<file path="config.mk">
export PLATFORM = sky130hd
export DESIGN_NAME = ibex_pmu_counter_bank
export DESIGN_NICKNAME = d
export VERILOG_FILES = /design/src/rtl/ibex_pmu_counter_bank.sv
export SDC_FILE = /design/constraint.sdc
export NUM_CORES = 1
export LEC_CHECK = 0
export BUFFER_PORTS_ARGS = -buffer_cell sky130_fd_sc_hd__buf_2
export CAP_MARGIN = 20
export CELL_PAD_IN_SITES_DETAIL_PLACEMENT = 0
export CELL_PAD_IN_SITES_GLOBAL_PLACEMENT = 1
export CORE_ASPECT_RATIO = 0.6
export CORE_MARGIN = 1.5
export CORE_UTILIZATION = 23
export DETAILED_ROUTE_END_ITERATION = 16
export GPL_TIMING_DRIVEN = 0
export PLACE_DENSITY = 0.53
export SETUP_SLACK_MARGIN = 0.2
export SLEW_MARGIN = 15
export SYNTH_ARGS = -nofsm -noshare
export SYNTH_HDL_FRONTEND = slang
export SYNTH_SLANG_ARGS = --single-unit
</file>
<file path="constraint.sdc">
create_clock -name clk_i -period 2.6 [get_ports clk_i]
set_clock_uncertainty 0.1 [all_clocks]
set_input_delay 0.52 -clock clk_i [delete_from_list [all_inputs] [get_ports clk_i]]
set_output_delay 0.52 -clock clk_i [all_outputs]
set_load 0.01 [all_outputs]
</file>
<file path="src/rtl/ibex_pmu_counter_bank.sv">
// rtl/ibex_pmu_counter_bank.sv - PMU counter bank: event down-counters with register and wait-for-pulse access

package ibex_pkg;
    typedef enum logic [1:0] {
        PMC_IDLE = 2'd0,
        PMC_REQ  = 2'd1,
        PMC_WFP  = 2'd2
    } pmc_op_e;
endpackage

module ibex_pmu_counter_bank
    import ibex_pkg::*;
#(
    parameter int unsigned NumCounters = 8,
    parameter logic [31:0] BaseAddr    = 32'h0000_0000
) (
    input  logic                   clk_i,
    input  logic                   rst_ni,
    input  pmc_op_e                counter_op_i,
    output logic                   counter_gnt_o,
    output logic                   counter_rvalid_o,
    output logic                   counter_err_o,
    input  logic [31:0]            counter_addr_i,
    input  logic [31:0]            counter_we_i,
    input  logic [31:0]            counter_wdata_i,
    output logic [31:0]            counter_rdata_o,
    input  logic [NumCounters-1:0] event_i,
    output logic [NumCounters-1:0] pending_o
);

    typedef enum logic [1:0] {
        StIdle,
        StResp,
        StWait
    } state_e;

    state_e                 state_q, state_d;
    logic [31:0]            cnt_q [NumCounters];
    logic [31:0]            cnt_d [NumCounters];
    logic [NumCounters-1:0] en_q, en_d;
    logic [NumCounters-1:0] pend_q, pend_d;
    logic [31:0]            rdata_q, rdata_d;
    logic                   err_q, err_d;

    logic                   unused_we;
    logic [4:0]             word;
    logic                   in_window, aligned, sel_cnt, sel_en, sel_pend, addr_ok;
    logic                   accept, req_acc, wr;
    logic [31:0]            rd_val;
    logic                   pend_any, wfp_hit;
    logic [31:0]            low_idx;
    logic [NumCounters-1:0] low_mask, set_mask, clr_mask;

    assign unused_we = ^counter_we_i[31:1];

    // Address decode: the window is 128 bytes, so bits [6:2] pick the word.
    assign word      = counter_addr_i[6:2];
    assign in_window = counter_addr_i[31:7] == BaseAddr[31:7];
    assign aligned   = counter_addr_i[1:0] == 2'b00;
    assign sel_cnt   = !word[4] && (32'(word[3:0]) < NumCounters);
    assign sel_en    = word == 5'h10;
    assign sel_pend  = word == 5'h11;
    assign addr_ok   = in_window && aligned && (sel_cnt || sel_en || sel_pend);

    assign accept  = (state_q == StIdle) && (counter_op_i != PMC_IDLE);
    assign req_acc = accept && (counter_op_i == PMC_REQ);
    assign wr      = req_acc && addr_ok && counter_we_i[0];

    always_comb begin
        rd_val = '0;
        for (int i = 0; i < int'(NumCounters); i++) begin
            if (sel_cnt && (word[3:0] == 4'(i))) begin
                rd_val = cnt_q[i];
            end
        end
        if (sel_en) begin
            rd_val = 32'(en_q);
        end
        if (sel_pend) begin
            rd_val = 32'(pend_q);
        end
    end

    always_comb begin
        low_idx  = '0;
        low_mask = '0;
        for (int i = int'(NumCounters) - 1; i >= 0; i--) begin
            if (pend_q[i]) begin
                low_idx     = 32'(i);
                low_mask    = '0;
                low_mask[i] = 1'b1;
            end
        end
    end

    assign pend_any = |pend_q;
    assign wfp_hit  = (state_q == StWait) && pend_any;

    // A register write to a counter overrides that cycle's decrement and its expiry.
    always_comb begin
        set_mask = '0;
        for (int i = 0; i < int'(NumCounters); i++) begin
            cnt_d[i] = cnt_q[i];
            if (wr && sel_cnt && (word[3:0] == 4'(i))) begin
                cnt_d[i] = counter_wdata_i;
            end else if (en_q[i] && event_i[i] && (cnt_q[i] != 32'd0)) begin
                cnt_d[i]    = cnt_q[i] - 32'd1;
                set_mask[i] = cnt_q[i] == 32'd1;
            end
        end
    end

    always_comb begin
        clr_mask = '0;
        if (wr && sel_pend) begin
            clr_mask = counter_wdata_i[NumCounters-1:0];
        end
        if (wfp_hit) begin
            clr_mask = clr_mask | low_mask;
        end
        pend_d = (pend_q & ~clr_mask) | set_mask;
        en_d   = (wr && sel_en) ? counter_wdata_i[NumCounters-1:0] : en_q;
    end

    always_comb begin
        rdata_d = rdata_q;
        err_d   = err_q;
        if (req_acc) begin
            rdata_d = addr_ok ? rd_val : 32'd0;
            err_d   = !addr_ok;
        end else if (wfp_hit) begin
            rdata_d = low_idx;
            err_d   = 1'b0;
        end
    end

    always_ff @(posedge clk_i or negedge rst_ni) begin
        if (!rst_ni) begin
            state_q <= StIdle;
            for (int i = 0; i < int'(NumCounters); i++) begin
                cnt_q[i] <= '0;
            end
            en_q    <= '0;
            pend_q  <= '0;
            rdata_q <= '0;
            err_q   <= 1'b0;
        end else begin
            state_q <= state_d;
            cnt_q   <= cnt_d;
            en_q    <= en_d;
            pend_q  <= pend_d;
            rdata_q <= rdata_d;
            err_q   <= err_d;
        end
    end

    always_comb begin
        state_d = state_q;
        unique case (state_q)
            StIdle: begin
                if (counter_op_i == PMC_REQ) begin
                    state_d = StResp;
                end else if (counter_op_i == PMC_WFP) begin
                    state_d = StWait;
                end
            end
            StResp: state_d = StIdle;
            StWait: begin
                if (pend_any) begin
                    state_d = StResp;
                end else if (counter_op_i == PMC_IDLE) begin
                    state_d = StIdle;
                end
            end
            default: state_d = StIdle;
        endcase
    end

    always_comb begin
        counter_gnt_o    = state_q == StIdle;
        counter_rvalid_o = state_q == StResp;
        counter_err_o    = (state_q == StResp) && err_q;
        counter_rdata_o  = rdata_q;
        pending_o        = pend_q;
    end

endmodule

</file>
==> summary.txt, run 1 <==
Outcome
  – Status: complete, but fails checks
  – Failing checks: negative setup slack

Timing
  – Worst-Margin Slew: 1.20 ns
  – RSZ-0062 raised after global routing: true
  – Fin crit period: 2.85 ns
  – Final setup viols: 113
  – Hold Vio Cnt, Final: 0
  – Headroom to the max-slew limit: 0.198
  – Fin Hold WS: 0.202 ns
  – Slew Viols, Final: 0
  – Fmax: 351 MHz
  – Final setup TNS: -6.66 ns
  – Period utilization: 1.10
  – Setup ws final: -0.247 ns

Die
  – Num rows: 82
  – Core area: 83700 um^2
  – Num ports: 151
  – Initial core utilization: 0.233
  – DIE AREA: 86500 um^2
  – Die H: 228 um
  – Die width: 379 um

Critical path
  – Slowest stage delay, CP: 0.59 ns
  – Critical-path cell list: or4_4, buf_4, or2_2, a2111o_2, buf_12, nor4_4, xnor2_1, a21oi_1
  – Cell depth of the worst flop-to-flop path: 8
  – Worst path slowest cell: a2111o_2
  – Crit start category: flip-flop
  – CP Buf/Inv Count: 2
  – Critical Path Stages: 8
  – WP data required: 2.98 ns
  – Crit Path Max Fanout: 6
  – CP delay by family, top: simple AND/OR/NAND/NOR gates
  – Worst Setup End Kind: flip-flop
  – WS Path Type: flip-flop to flip-flop
  – Worst endpoint data arrival time: 3.22 ns

Synthesis
  – Count leader, synth: nor2_1
  – Simple logic cell fraction of the synthesized area: 0.253
  – Synth Area in XOR/XNOR: 0.102
  – Number of synthesized flops with an enable pin: 0
  – Syn Inst Count: 2300
  – Top cells by area, synth: dfrtp_1, a21oi_1, xnor2_1
  – Synthesis Warnings: 0
  – Synth top cells by count: nor2_1, dfrtp_1, a21oi_1
  – Largest family of logic cells by synthesized area: simple AND/OR/NAND/NOR gates
  – Mux contribution to synthesized area: 0.0503
  – Mapped Area: 19500 um^2
  – Syn_area_per_cell: 8.47 um^2
  – Synth Flop Type: dfrtp_1
  – Post-synth top area cell: dfrtp_1
  – Asr flop ratio synth: 1.00
  – Number of synthesized register bits: 307
  – Post-synth cell types: 82
  – Seq/Total Area, Yosys: 0.394
  – Syn nets: 2424
  – Top-area cell type share of the netlist area: 0.394
  – Post-Synth Adder-Cell Area: 0.0103
  – Complex-gate fraction of the synthesized area: 0.153

Worst hold path
  – WHS Path Cells: 3
  – Hold Path Class: input port to flip-flop

Final layout
  – Final net count: 2792
  – Layout area overhead: 50.4%
  – Fillers: 8562
  – Layout cells sized above 1: 0.388

Run
  – Max-cap viol count: 0

Drt
  – DR pass1 iterations: 5
  – Via count: 20.7k
  – Drc violations: 0
  – Final wirelength: 107 mm
  – Iteration-0 DRC Markers: 2189
  – Wire per inst: 27.8 um
  – Remaining antenna violation count after routing: 0
  – Via/cell ratio: 5.40

Clock tree
  – Clock buffer depth: 3
  – TritonCTS Buffers: 37
  – Clock root cell: clkbuf_16
  – Num Clock Sinks: 307
  – H-Tree Depth: 2
  – CTS tree: done
  – Worst-Skew Late Latency: 0.60 ns
  – Clock slew at reported path FFs: 0.06 ns

Global route
  – Antenna violations before repair: 3
  – First-pass GRT wire length: 147 mm
  – Largest net degree at the start of global routing: 85
  – Total GRT Usage: 0.237
  – Vias in the first global route: 19.5k
  – GR Overflow Total: 0

Placed design
  – Dpl hpwl: 75.3 mm
  – Port bufs: 86
  – RD Place Congestion: 0.949

Power and ir drop
  – Power Dens Cells: 402 nW/um^2
  – Worst vdd ir: 375 uV
  – Tot Pwr: 11.8 mW
  – Leak: 12.2 nW
[worst paths after layout]
check / endpoint / slack, ns / start
min reg2reg: counter_rdata_o[15] / 0.37 / counter_rdata_o[15]
min: state_q[1] / 0.20 / counter_op_i[1]
max: cnt_q[244] / -0.25 / cnt_q[234]
max in group asynchronous: counter_rdata_o[27] / 0.65 / rst_ni
min in group asynchronous: cnt_q[226] / 0.42 / rst_ni
max reg2reg: cnt_q[244] / -0.25 / cnt_q[234]
[sequential cells by signal, indices dropped and copies added, names as in the netlist]
signal / cells
counter_rdata_o: 32
pending_o: 8
state_q: 2
err_q: 1
cnt_q: 256
en_q: 8
[repair_timing]
action / 4_1_cts / 5_1_grt
gates cloned: 12 / 11
resized for setup: 629 / 406
hold buffers: 1 / 0
buffers inserted: 164 / 51
pin swaps: 194 / 100
endpoints found under the setup margin: 304 / 302
hold endpoints to repair: 73 / 0
[stage by stage]
| step | cells | utilization | worst slack, ns | instance area [um^2] |
|---|---|---|---|---|
| floorplan | 2300 | - | -0.115 | 19800 |
| global placement | 3520 | 0.258 | -5.91 | 21600 |
| detailed placement | 3526 | 0.260 | -1.86 | 21800 |
| CTS | 3767 | 0.324 | -0.192 | 27100 |
| global route | 3830 | 0.350 | -0.310 | 29300 |
| finish | 3832 | 0.350 | -0.247 | 29300 |
[cell families after synthesis]
kind of cell / after synthesis
xor gates and xnor gates: 227
and+or+nand+nor: 980
buffers and inverters: 175
DFF: 307
AOI/OAI and AO/OA: 521
muxes: 74
adders and majority gates: 16
[worst reg2reg max path: cells and delay by family, from the launching register on]
kind | cells | cell delay, ns
flip-flops | 1 | 0.38
XOR/XNOR | 1 | 0.16
AO/OA/AOI/OAI | 2 | 0.68
AND/OR/NAND/NOR | 3 | 1.07
buffers and inverters | 2 | 0.36
[metal layers]
layer  routed length [um]  part of all wire  track usage  vias to the layer above
met4                 2120             0.020       0.0494                        2
met2                38900              0.37        0.291                      967
met3                13200              0.12       0.0986                      118
met1                52200              0.49        0.370                    10562
met5                  144            0.0014            0                        -
li1                     -                 -            -                     9051
[cell type report]
class | count | area (um^2) | area share
multi-input combinational | 1818 | 14100 | 0.482
sequential | 307 | 7700 | 0.263
timing repair buffer | 331 | 3210 | 0.110
buffer | 147 | 1540 | 0.0525
tap | 1134 | 1420 | 0.0484
clock buffer | 56 | 1080 | 0.0368
clock inverter | 10 | 108 | 0.00367
inverter | 26 | 100 | 0.00342
antenna | 3 | 7.51 | 0.000256
[power by group]
part	switching [mW]	internal (mW)	total, mW	leakage [nW]
clock	2.47	3.07	5.54	0.585
sequential	0.0770	4.84	4.92	4.23
combinational	0.919	0.390	1.31	7.35
[layout by cell type (no fill, tap or decap), types with 39 or more instances in the layout]
cell type / count
a21oi_1: 205
a21oi_2: 65
buf_12: 39
buf_2: 91
buf_4: 138
buf_6: 70
clkbuf_16: 66
clkbuf_2: 43
dfrtp_1: 289
mux2i_1: 42
nand2_1: 137
nor2_1: 227
nor2_2: 45
nor2_4: 79
nor3_1: 43
nor4_1: 42
o21ai_0: 98
xnor2_1: 144
xor2_1: 74
(Power assumes the default switching activity.)
==> inputs of run 2 (changes only) <==
Settings changed: SKIP_LAST_GASP from default to 1.
==> summary.txt, run 2 (synthesis results as in run 1) <==
Outcome
  – Status: complete, but fails checks
  – Failing checks: negative setup slack

Clock tree
  – Worst-Skew Late Latency: 0.60 ns (about the same)
  – H-Tree Depth: 2 (unchanged)
  – Clock buffer depth: 3 (unchanged)
  – Clock slew at reported path FFs: 0.06 ns (about the same)
  – Num Clock Sinks: 307 (unchanged)
  – TritonCTS Buffers: 37 (unchanged)
  – Clock root cell: clkbuf_16
  – CTS tree: done

Drt
  – Final wirelength: 107 mm (about the same)
  – Wire per inst: 27.7 um (-0.37%)
  – Remaining antenna violation count after routing: 0 (unchanged)
  – DR pass1 iterations: 5 (unchanged)
  – Via count: 20.7k (+0.12%)
  – Via/cell ratio: 5.38 (-0.32%)
  – Drc violations: 0 (unchanged)
  – Iteration-0 DRC Markers: 2110 (-3.6%)

Critical path
  – Slowest stage delay, CP: 0.59 ns (about the same)
  – WP data required: 2.97 ns (about the same)
  – Crit start category: flip-flop
  – Worst Setup End Kind: flip-flop
  – Worst path slowest cell: a2111o_2
  – Crit Path Max Fanout: 6 (unchanged)
  – Worst endpoint data arrival time: 3.23 ns (about the same)
  – Critical-path cell list: or4_4, buf_4, or2_2, a2111o_2, buf_12, nor4_4, xnor2_1, a21oi_1
  – WS Path Type: flip-flop to flip-flop

Final layout
  – Area occupied by multi-input gates: 14500 um^2 (+2.3%)
  – Final net count: 2811 (+0.68%)
  – Register with the most flip-flops: cnt_q
  – Layout cells sized above 1: 0.395 (+0.00687)
  – Max reg flops: 256 (unchanged)
  – Fillers: 8534 (-0.33%)
  – Non-Filler Instances: 3849 (+0.44%)
  – Layout area overhead: 52.4%
  – Most common cell after layout, fill and taps aside: dfrtp_1
  – FF+latch area: 7710 um^2 (about the same)
  – Most frequent cells in the layout: dfrtp_1, nor2_1, a21oi_1

Power and ir drop
  – Power Dens Cells: 396 nW/um^2 (-1.3%)
  – Leak: 12.2 nW (+0.45%)
  – Worst vdd ir: 372 uV (-0.85%)

Timing
  – Fin Hold WS: 0.199 ns (-0.00350 ns)
  – Period utilization: 1.10 (+0.00184)
  – Worst-Margin Slew: 1.29 ns (+0.0838 ns)
  – Fin crit period: 2.85 ns (+0.00479 ns)
  – Headroom to the max-slew limit: 0.142 (-0.0558)
  – Fmax: 351 MHz (-0.17%)
  – Hold Vio Cnt, Final: 0 (unchanged)
  – Final setup TNS: -7.37 ns (-0.710 ns)
  – Final setup viols: 106 (-6.2%)
  – RSZ-0062 raised after global routing: true
  – Setup ws final: -0.252 ns (-0.00479 ns)
  – Slew Viols, Final: 0 (unchanged)

Worst hold path
  – Hold Path Class: input port to flip-flop

Placed design
  – Port bufs: 86 (unchanged)
  – DP Cell Count: 3526 (unchanged)
  – Dpl hpwl: 75.3 mm (unchanged)
  – RD Place Congestion: 0.949 (unchanged)

Die
  – DIE AREA: 86500 um^2 (unchanged)
  – Num ports: 151 (unchanged)
  – Core area: 83700 um^2 (unchanged)
  – Die H: 228 um (unchanged)
  – Initial core utilization: 0.233 (unchanged)
  – Num rows: 82 (unchanged)
  – Die width: 379 um (unchanged)

Global route
  – First-pass GRT wire length: 147 mm (-0.13%)
  – Antenna violations before repair: 3 (unchanged)
  – GR Overflow Total: 0 (unchanged)
  – Largest net degree at the start of global routing: 85 (unchanged)
  – Total GRT Usage: 0.237 (-0.000262)
  – Vias in the first global route: 19.5k (-0.25%)

Run
  – Max-cap viol count: 0 (unchanged)
-- run 2: critical path, delay by kind of cell, from the launching register on --
| family | cells | cell delay [ns] |
|---|---|---|
| and+or+nand+nor | 3 | 1.07 |
| xor gates and xnor gates | 1 | 0.16 |
| buffers and inverters | 2 | 0.36 |
| DFF | 1 | 0.38 |
| AOI/OAI and AO/OA | 2 | 0.68 |
-- run 2: power breakdown --
group,internal (mW),switching [mW]
registers,4.84,0.0770
logic,0.392,0.925
clock network,3.07,2.45
total,8.31,3.45
-- run 2: per-layer routing --
metal  vias to the layer above  wire, um  GRT usage
li1                       9081         -          -
met1                     10512     51500      0.368
met2                      1008     38900      0.290
met3                       122     14000      0.101
met4                         2      2270     0.0487
met5                         -        12          0
-- run 2: cell type report --
class	count	area share
clock inverters	10	0.00362
plain buffers	147	0.0496
multi-input cells	1820	0.487
diodes	1	0.0000843
well taps	1134	0.0478
repair buffers	348	0.112
flip-flops and latches	307	0.260
inverters	26	0.00337
clock buffers	56	0.0364
-- run 2: what timing repair did --
item                                    in CTS  in global routing
setup buffers                              164                 71
endpoints found under the setup margin     304                302
pin swaps                                  192                152
hold buffers                                 1                  0
endpoints found under the hold margin       73                  0
gates resized for setup                    598                489
cloned                                      12                 10
-- run 2: per-stage QoR --
stage	util	cell area, um^2	setup WS (ns)	power [mW]
floorplan	-	19800	-0.115	5.49
global route	0.355	29700	-0.305	12.1
CTS	0.323	27000	-0.192	11.8
finish	0.355	29700	-0.252	11.8
detailed placement	0.260	21800	-1.86	6.12
global placement	0.258	21600	-5.91	6.09
-- run 2: worst paths after layout --
path | from | depth (start not counted) | slack (ns) | endpoint
max in group asynchronous | rst_ni | 4 | 0.63 | counter_rdata_o[27]
worst min-delay path | counter_op_i[1] | 3 | 0.20 | state_q[1]
worst min register to register | counter_rdata_o[9] | 2 | 0.37 | counter_rdata_o[9]
min in group asynchronous | rst_ni | 2 | 0.42 | cnt_q[226]
worst max-delay path | cnt_q[234] | 8 | -0.25 | cnt_q[244]
worst max register to register | cnt_q[234] | 8 | -0.25 | cnt_q[244]
==> inputs of run 3 (changes only) <==
Settings changed: GPL_ROUTABILITY_DRIVEN from default to 0, REMOVE_ABC_BUFFERS from default to 1.
==> summary.txt, run 3 (synthesis results as in run 1) <==
Timing
  – Setup ws final: -0.0595 ns (+0.193 ns)
  – Fmax: 376 MHz (+7.2%)
  – Worst-Margin Slew: 1.02 ns (-0.265 ns)
  – Fin crit period: 2.66 ns (-0.193 ns)
  – Final setup TNS: -0.245 ns (+7.13 ns)
  – Period utilization: 1.02 (-0.0741)
  – Fin Hold WS: 0.253 ns (+0.0540 ns)
  – Hold Vio Cnt, Final: 0 (unchanged)
  – RSZ-0062 raised after global routing: true
  – Slew Viols, Final: 0 (unchanged)
  – Headroom to the max-slew limit: 0.317 (+0.175)
  – Final setup viols: 8 (-92%)

Final layout
  – Max reg flops: 256 (unchanged)
  – Fillers: 8692 (+1.9%)
  – Layout cells sized above 1: 0.350 (-0.0449)
  – Antenna diode count: 0 (-1)
  – Area occupied by multi-input gates: 14100 um^2 (-2.7%)
  – Final net count: 2689 (-4.3%)
  – Most frequent cells in the layout: dfrtp_1, nor2_1, a21oi_1
  – Most common cell after layout, fill and taps aside: dfrtp_1
  – FF+latch area: 7720 um^2 (+0.15%)
  – Register with the most flip-flops: cnt_q
  – Finished Core Util: 0.333 (-0.0219)
  – Layout area overhead: 43.0%

Critical path
  – Worst endpoint data arrival time: 3.00 ns (-0.23 ns)
  – Crit Reg-Reg Endpoint: cnt_q[225]
  – Cell depth of the worst flop-to-flop path: 6 (-2)
  – Crit start category: flip-flop
  – Crit Path Max Fanout: 6 (unchanged)
  – Worst Setup End Kind: flip-flop
  – WS Path Type: flip-flop to flip-flop
  – Reg-to-reg startpoint: cnt_q[237]
  – R2r setup slk: -0.06 ns (+0.19 ns)
  – WP data required: 2.94 ns (-0.03 ns)

Global route
  – Largest net degree at the start of global routing: 93 (+9.4%)
  – Most Crowded Layer GR: met1
  – M1 GR Usage: 0.336 (-0.0327)
  – Met2 usage: 0.278 (-0.0116)
  – Total GRT Usage: 0.210 (-0.0273)
  – Vias in the first global route: 18.7k (-3.7%)
  – Antenna violations before repair: 3 (unchanged)
  – First-pass GRT wire length: 134 mm (-8.6%)
  – M3 GR Usage: 0.0534 (-0.0478)
  – GR Overflow Total: 0 (unchanged)

Placed design
  – Port bufs: 119 (+38%)
  – Dpl hpwl: 63.7 mm (-15%)

Power and ir drop
  – Clock power share: 0.461 (-0.009)
  – P_int: 8.33 mW (+0.21%)
  – Power Dens Cells: 419 nW/um^2 (+5.8%)
  – NetSw: 3.36 mW (-2.8%)
  – Reg power frac: 0.421 (+0.003)
  – Worst vdd ir: 383 uV (+3.0%)
  – Switching Share: 0.287 (-0.00636)
  – Leak: 11.4 nW (-6.5%)
  – Combinational power share: 0.118 (+0.006)
  – Tot Pwr: 11.7 mW (-0.69%)

Die
  – Core area: 83700 um^2 (unchanged)
  – Die width: 379 um (unchanged)
  – Num ports: 151 (unchanged)
  – Die H: 228 um (unchanged)
  – Initial core utilization: 0.233 (unchanged)
  – Num rows: 82 (unchanged)
  – DIE AREA: 86500 um^2 (unchanged)

Worst hold path
  – WHS Path Cells: 3 (unchanged)
  – Hold Path Class: input port to flip-flop
  – Hold Path End: state_q[1]
  – Worst hold start: counter_op_i[1]

Outcome
  – Failing checks: negative setup slack
  – Status: complete, but fails checks

Drt
  – Via count: 20.1k (-2.9%)
  – DR pass1 iterations: 5 (unchanged)
  – Wire per inst: 25.9 um (-6.6%)
  – Via/cell ratio: 5.41 (+0.43%)
  – Final wirelength: 96.3 mm (-9.7%)
  – Remaining antenna violation count after routing: 0 (unchanged)
  – Iteration-0 DRC Markers: 2289 (+8.5%)
  – Drc violations: 0 (unchanged)

Clock tree
  – CTS tree: done
  – Worst-Skew Late Latency: 0.58 ns (-0.02 ns)
  – Clock slew at reported path FFs: 0.07 ns (about the same)
  – Num Clock Sinks: 307 (unchanged)
  – H-Tree Depth: 2 (unchanged)
  – Clock root cell: clkbuf_16
  – TritonCTS Buffers: 36 (-2.7%)
  – Clock buffer depth: 3 (unchanged)

Run
  – Max-cap viol count: 0 (unchanged)
[run 3: cell types whose count changed in the layout (fill, tap and decap cells not counted), moves of 15 or more]
cell / before / now
a21oi_2: 68 / 36
clkbuf_16: 64 / 45
clkbuf_1: 26 / 5
buf_2: 93 / 115
a21oi_1: 198 / 234
buf_6: 70 / 34
clkbuf_2: 40 / 0
nor3_4: 36 / 21
buf_4: 157 / 142
[run 3: how the worst max path moves through the flow]
stage          slack (ns)             endpoint              start  depth (start not counted)
2_1_floorplan       -1.89            cnt_q[97]    counter_op_i[1]                          5
3_3_place_gp        -6.21  counter_rdata_o[15]  counter_addr_i[2]                          6
3_5_place_dp        -1.61  counter_rdata_o[31]    counter_op_i[1]                          6
4_1_cts             -0.06           cnt_q[225]         cnt_q[237]                          6
5_1_grt             -0.12           cnt_q[252]         cnt_q[235]                          6
6_report            -0.06           cnt_q[225]         cnt_q[237]                          6
[run 3: repair_timing]
action / 4_1_cts / 5_1_grt
endpoints found under the setup margin: 305 / 285
endpoints found under the hold margin: 66 / 0
hold buffers: 1 / 0
resized for setup: 364 / 308
cloned: 26 / 22
setup buffers: 136 / 47
pin swaps: 154 / 108
[run 3: cell type report]
| cell class | count | area share |
|---|---|---|
| inverter | 26 | 0.00350 |
| tap | 1134 | 0.0509 |
| clock buffer | 54 | 0.0398 |
| clock inverter | 7 | 0.00256 |
| sequential | 307 | 0.277 |
| timing repair buffer | 351 | 0.121 |
| multi-input combinational | 1843 | 0.505 |
[run 3: metrics by stage]
stage | instance area, um^2 | std cells | setup slack [ns]
after floorplan | 18900 | 2151 | -1.89
after global routing | 27900 | 3722 | -0.122
after global placement | 20900 | 3404 | -6.21
after CTS | 25800 | 3653 | -0.0583
after detailed placement | 21400 | 3429 | -1.61
final | 27900 | 3722 | -0.0595
[run 3: power by group through the flow]
stage	Combinational, mW	Sequential (mW)	Clock, mW
finish	1.38	4.92	5.38
global route	1.47	4.92	5.68
CTS	1.34	4.91	5.48
detailed placement	1.21	5.01	0
global placement	1.05	5.01	0
floorplan	0.351	5.00	0
[run 3: layer usage]
layer  routed length, um  vias up  share of wire
li1                    -     8852              -
met1               46400    10204           0.48
met2               38400      972           0.40
met3               10000       99           0.10
met4                1390        0          0.014
met5                   0        -              0
[run 3: critical path: stages (launching register included)]
cell	delay (ns)
dfrtp_2	0.40
or4_4	0.53
or4_4	0.57
or4_4	0.52
nand2_8	0.11
mux2i_1	0.07
mux2_4	0.25
